**src/rtl/matmul_arb.sv**
```systemverilog
// Two-requester round-robin arbiter in front of a shared 3x3 matrix-multiply engine.
// Operands are latched at grant; the engine result is captured after LAT cycles once ready.
module matmul_arb #(
    parameter int W   = 7,
    parameter int LAT = 2
) (
    input  logic             i_clk,
    input  logic             i_rst_n,
    input  logic [1:0]       i_req,
    input  logic [9*W-1:0]   i_a0,
    input  logic [9*W-1:0]   i_b0,
    input  logic [9*W-1:0]   i_a1,
    input  logic [9*W-1:0]   i_b1,
    output logic [1:0]       o_gnt,
    output logic [1:0]       o_done,
    output logic [9*W-1:0]   o_result,
    output logic             o_busy,
    output logic             o_mm_trigger,
    output logic [9*W-1:0]   o_mm_a,
    output logic [9*W-1:0]   o_mm_b,
    input  logic             i_mm_ready,
    input  logic [9*W-1:0]   i_mm_result
);

    typedef enum logic [1:0] {IDLE, ISSUE, WAIT, DONE} state_t;

    localparam logic [3:0] CNT_MAX = 4'(LAT - 1);

    state_t         state_q, state_d;
    logic           ptr_q, ptr_d;
    logic [3:0]     cnt_q, cnt_d;
    logic [1:0]     gnt_q, gnt_d;
    logic [1:0]     done_q, done_d;
    logic [9*W-1:0] mm_a_q, mm_a_d;
    logic [9*W-1:0] mm_b_q, mm_b_d;
    logic [9*W-1:0] result_q, result_d;

    logic start;
    logic pick;
    logic cnt_hit;
    logic gidx;

    // The preferred requester wins a tie; a lone requester wins regardless of the pointer.
    assign pick    = i_req[ptr_q] ? ptr_q : ~ptr_q;
    assign start   = (|i_req) && i_mm_ready;
    assign cnt_hit = (cnt_q == CNT_MAX);
    assign gidx    = gnt_q[1];

    always_ff @(posedge i_clk) begin
        if (!i_rst_n) begin
            state_q  <= IDLE;
            ptr_q    <= 1'b0;
            cnt_q    <= '0;
            gnt_q    <= '0;
            done_q   <= '0;
            mm_a_q   <= '0;
            mm_b_q   <= '0;
            result_q <= '0;
        end else begin
            state_q  <= state_d;
            ptr_q    <= ptr_d;
            cnt_q    <= cnt_d;
            gnt_q    <= gnt_d;
            done_q   <= done_d;
            mm_a_q   <= mm_a_d;
            mm_b_q   <= mm_b_d;
            result_q <= result_d;
        end
    end

    always_comb begin
        state_d = state_q;
        case (state_q)
            IDLE:    if (start) state_d = ISSUE;
            ISSUE:   state_d = WAIT;
            WAIT:    if (cnt_hit && i_mm_ready) state_d = DONE;
            DONE:    state_d = IDLE;
            default: state_d = IDLE;
        endcase
    end

    always_comb begin
        ptr_d    = ptr_q;
        cnt_d    = cnt_q;
        gnt_d    = gnt_q;
        done_d   = done_q;
        mm_a_d   = mm_a_q;
        mm_b_d   = mm_b_q;
        result_d = result_q;
        case (state_q)
            IDLE: begin
                if (start) begin
                    gnt_d  = pick ? 2'b10 : 2'b01;
                    mm_a_d = pick ? i_a1 : i_a0;
                    mm_b_d = pick ? i_b1 : i_b0;
                end
            end
            ISSUE: cnt_d = '0;
            WAIT: begin
                // Counter saturates; a stalled engine holds the block here with no timeout.
                if (!cnt_hit) begin
                    cnt_d = cnt_q + 4'd1;
                end else if (i_mm_ready) begin
                    result_d = i_mm_result;
                    done_d   = gnt_q;
                end
            end
            DONE: begin
                done_d = '0;
                gnt_d  = '0;
                ptr_d  = ~gidx;
            end
            default: ;
        endcase
    end

    always_comb begin
        o_mm_trigger = (state_q == ISSUE);
        o_busy       = (state_q != IDLE);
        o_gnt        = gnt_q;
        o_done       = done_q;
        o_mm_a       = mm_a_q;
        o_mm_b       = mm_b_q;
        o_result     = result_q;
    end

endmodule

```
**config.mk**
```make
export PLATFORM = sky130hd
export DESIGN_NAME = matmul_arb
export DESIGN_NICKNAME = d
export VERILOG_FILES = /design/src/rtl/matmul_arb.sv
export SDC_FILE = /design/constraint.sdc
export NUM_CORES = 1
export LEC_CHECK = 0
export CORE_AREA = 2 2 201 203
export DETAILED_ROUTE_END_ITERATION = 6
export DIE_AREA = 0 0 203 205
export PLACE_DENSITY = 0.62
export SYNTH_ARGS = -nofsm -noshare
export SYNTH_HDL_FRONTEND = slang
export SYNTH_SLANG_ARGS = --single-unit
```
**constraint.sdc**
```tcl
create_clock -name i_clk -period 1.6 [get_ports i_clk]
set_input_delay 0.32 -clock i_clk [delete_from_list [all_inputs] [get_ports i_clk]]
set_output_delay 0.32 -clock i_clk [all_outputs]
set_load 0.005 [all_outputs]
```
==> impl_metrics.json <==
{
  "setup_viol": 0,
  "relSlewSlack_pct": 73.5,
  "clkSinkCount": 200,
  "ant_nets": 0,
  "power_density_nw_per_um2": 1150,
  "die-height_um": 205,
  "period_minus_slack_ns": 1.59,
  "grt-ovfl-total": 0,
  "totalWireLength_um": 38700,
  "place_hpwl_um": 27700,
  "nNetsFinal": 1918,
  "critPathKind": "reg2reg",
  "drtIter0Drc": 608,
  "path_common_cell": "buf_12",
  "gp_congestion": 0.817,
  "rsz0062_at_grt": "true",
  "insertion_delay_ns": 0.45,
  "drv_cap": 0,
  "clk_pin_slew_worst_paths_ns": 0.08,
  "cp_max_fo": 14,
  "grt_pass1_wl_um": 57000,
  "grt_pass1_vias": 10200,
  "p_leak_nw": 6.31,
  "maxSlewViolCount": 0,
  "routed-via-count": 10600,
  "worst-endpoint-arrival_ns": 1.96,
  "start_kind": "flip-flop",
  "async_flop_share_pct": 0,
  "multi_input_area_um2": 4140,
  "slowest_delay_ns": 0.39,
  "seq_area_um2": 4030,
  "die_width_um": 203,
  "drc": 0,
  "final-hold-violation-count": 0,
  "worstMarginPinSlew_ns": 0.397,
  "synth_top_area_cell": "dfxtp_1",
  "cp-end-kind": "flip-flop",
  "critPathSlowestCell": "dfxtp_1",
  "ys_types": 38,
  "drive_above_1_share_pct": 11.1,
  "core_um2": 39400,
  "cts_max_level": 4,
  "synth_common_cells": "o21ai_0 (310), dfxtp_1 (200), nand3_1 (192)",
  "root_buffer": "clkbuf_16",
  "fin_ws_ns": 0.0119,
  "fin_crit_sh_pct": 99.3,
  "worstPathCellList": "ha_4 -> nor4bb_4 -> buf_4 -> buf_12 -> buf_12 -> nand3_1 -> a21oi_2",
  "vias_per_cell": 4.96,
  "grt_max_degree": 85,
  "crit_required_ns": 1.97,
  "netlist_top_cells_area": "dfxtp_1 (46%), o21ai_0 (18%), nand3_1 (11%)",
  "start_util_pct": 22.1,
  "fin_area_um2": 15500,
  "hold_class": "in2reg",
  "synthCells": 1091,
  "clockBufferDepth": 2,
  "pre_cts_ws_ns": -0.403,
  "numCtsBuffers": 17,
  "rows": 73,
  "area_delta_synth_final_pct": 78.6,
  "track_usage_pct": 17.4,
  "synth_top_area_share_pct": 46.0,
  "synth-seq-cells": 200,
  "placed_area_um2": 15000,
  "avgSynthCellArea_um2": 7.98,
  "fillers": 4083,
  "die-area_um2": 41600,
  "dr.pass1.iters": 7,
  "cts_tree": "yes",
  "antenna_cells": 0,
  "ios": 515,
  "yosysSeqAreaShare_pct": 46.0,
  "numPortBuffers": 514,
  "synth_edf_count": 0,
  "syn-num-nets": 1418,
  "wl_per_cell_um": 18.2,
  "syn_area_um2": 8710,
  "yosys_warnings": 0,
  "synth_flop_cell": "dfxtp_1",
  "fmax_mhz": 630,
  "antenna_found_initial": 0,
  "status": "complete, no violations",
  "yosysMostFrequentCell": "o21ai_0",
  "final.setup_skew_ns": 0.0131,
  "ir_drop_uv": 628
}
metal layers:
layer	track usage (%)	share of wire (%)
met1	20.6	41
met3	5.62	8.2
met4	6.07	2.4
met5	0	0
met2	29.7	49
cells by family (layout without fill, tap and decap cells):
logic type | Yosys count | after routing | share of synthesized area, %
flops | 200 | 200 | 46.0
compound gates | 525 | 525 | 32.5
simple gates | 215 | 215 | 12.7
buf+inv | 142 | 655 | 7.64
fa+ha+maj | 7 | 7 | 1.01
mux | 2 | 2 | 0.230
final timing paths:
path	start	to	slack [ns]	cells past startpoint
worst max-delay path	cnt_q[0]$_SDFFE_PN0P_	o_result[14]$_SDFFE_PN0P_	0.01	7
worst min-delay path	i_rst_n	o_mm_a[54]$_SDFFE_PN0P_	0.28	3
worst max register to register	cnt_q[0]$_SDFFE_PN0P_	o_result[14]$_SDFFE_PN0P_	0.01	7
worst min register to register	o_result[19]$_SDFFE_PN0P_	o_result[19]$_SDFFE_PN0P_	0.47	2
worst max-delay path, delay by kind of cell (launching register included):
family                   cells  cell delay (ns)
AND/OR/NAND/NOR              2             0.32
buffers and inverters        3             0.46
AO/OA/AOI/OAI                1             0.15
flip-flops                   1             0.39
adder cells (fa/ha/maj)      1             0.17
registers in the layout, indices dropped and copies added, names as in the netlist:
register  flops
state_q       2
o_gnt         2
o_result     63
cnt_q         4
o_mm_b       63
o_done        2
ptr_q         1
o_mm_a       63
repair_timing:
item,CTS,global route
gates resized for setup,229,15
buffers inserted,0,4
gates cloned,0,2
setup endpoints to repair,230,73
pin swaps,1,1
hold buffers,0,0
per-stage QoR:
step	power [mW]	TNS, ns	hold WS, ns	instances	utilization (%)
global placement	13.3	-48.46	0.459	2091	38.0
CTS	17.8	0	0.243	2123	39.1
global route	18.8	-0.0573	0.263	2129	39.5
detailed placement	13.4	-53.25	0.466	2091	38.0
floorplan	9.19	0	0.463	1091	-
finish	17.8	0	0.276	2129	39.5
cell usage in the layout (no fill, tap or decap), types with 2 or more instances in the layout:
cell	Yosys	final
a21oi_1	67	65
ha_1	7	3
a21oi_2	0	2
nand2_1	7	6
buf_16	0	2
o21ai_0	310	310
dlygate4sd2_1	0	193
nor2_1	3	2
buf_4	10	69
mux2i_1	2	2
ha_4	0	3
bufinv_16	0	4
nand3_1	192	191
o21ai_1	9	9
buf_12	0	25
o32ai_1	2	2
dfxtp_1	200	178
clkdlybuf4s50_1	0	318
clkinvlp_4	0	2
o22ai_1	2	2
nand4b_1	3	3
dfxtp_2	0	22
a31oi_1	126	126
inv_2	1	4
buf_6	2	5
clkbuf_16	0	19
clkinv_2	0	2
inv_1	7	4
inv_6	0	3
cell type report:
| cell class | instances | share of cell area (%) |
|---|---|---|
| Clock inverter | 13 | 1.23 |
| Tap cell | 525 | 4.22 |
| Multi-Input combinational cell | 749 | 26.6 |
| Clock buffer | 19 | 2.85 |
| Sequential cell | 200 | 25.9 |
| Inverter | 8 | 0.193 |
| Timing Repair Buffer | 615 | 39.0 |
power breakdown:
group | total (mW) | internal [mW] | switching (mW)
sequential | 6.34 | 5.89 | 0.451
combinational | 6.71 | 3.32 | 3.39
clock | 4.77 | 2.69 | 2.09
total | 17.8 | 11.9 | 5.93
(Power assumes the default switching activity.)
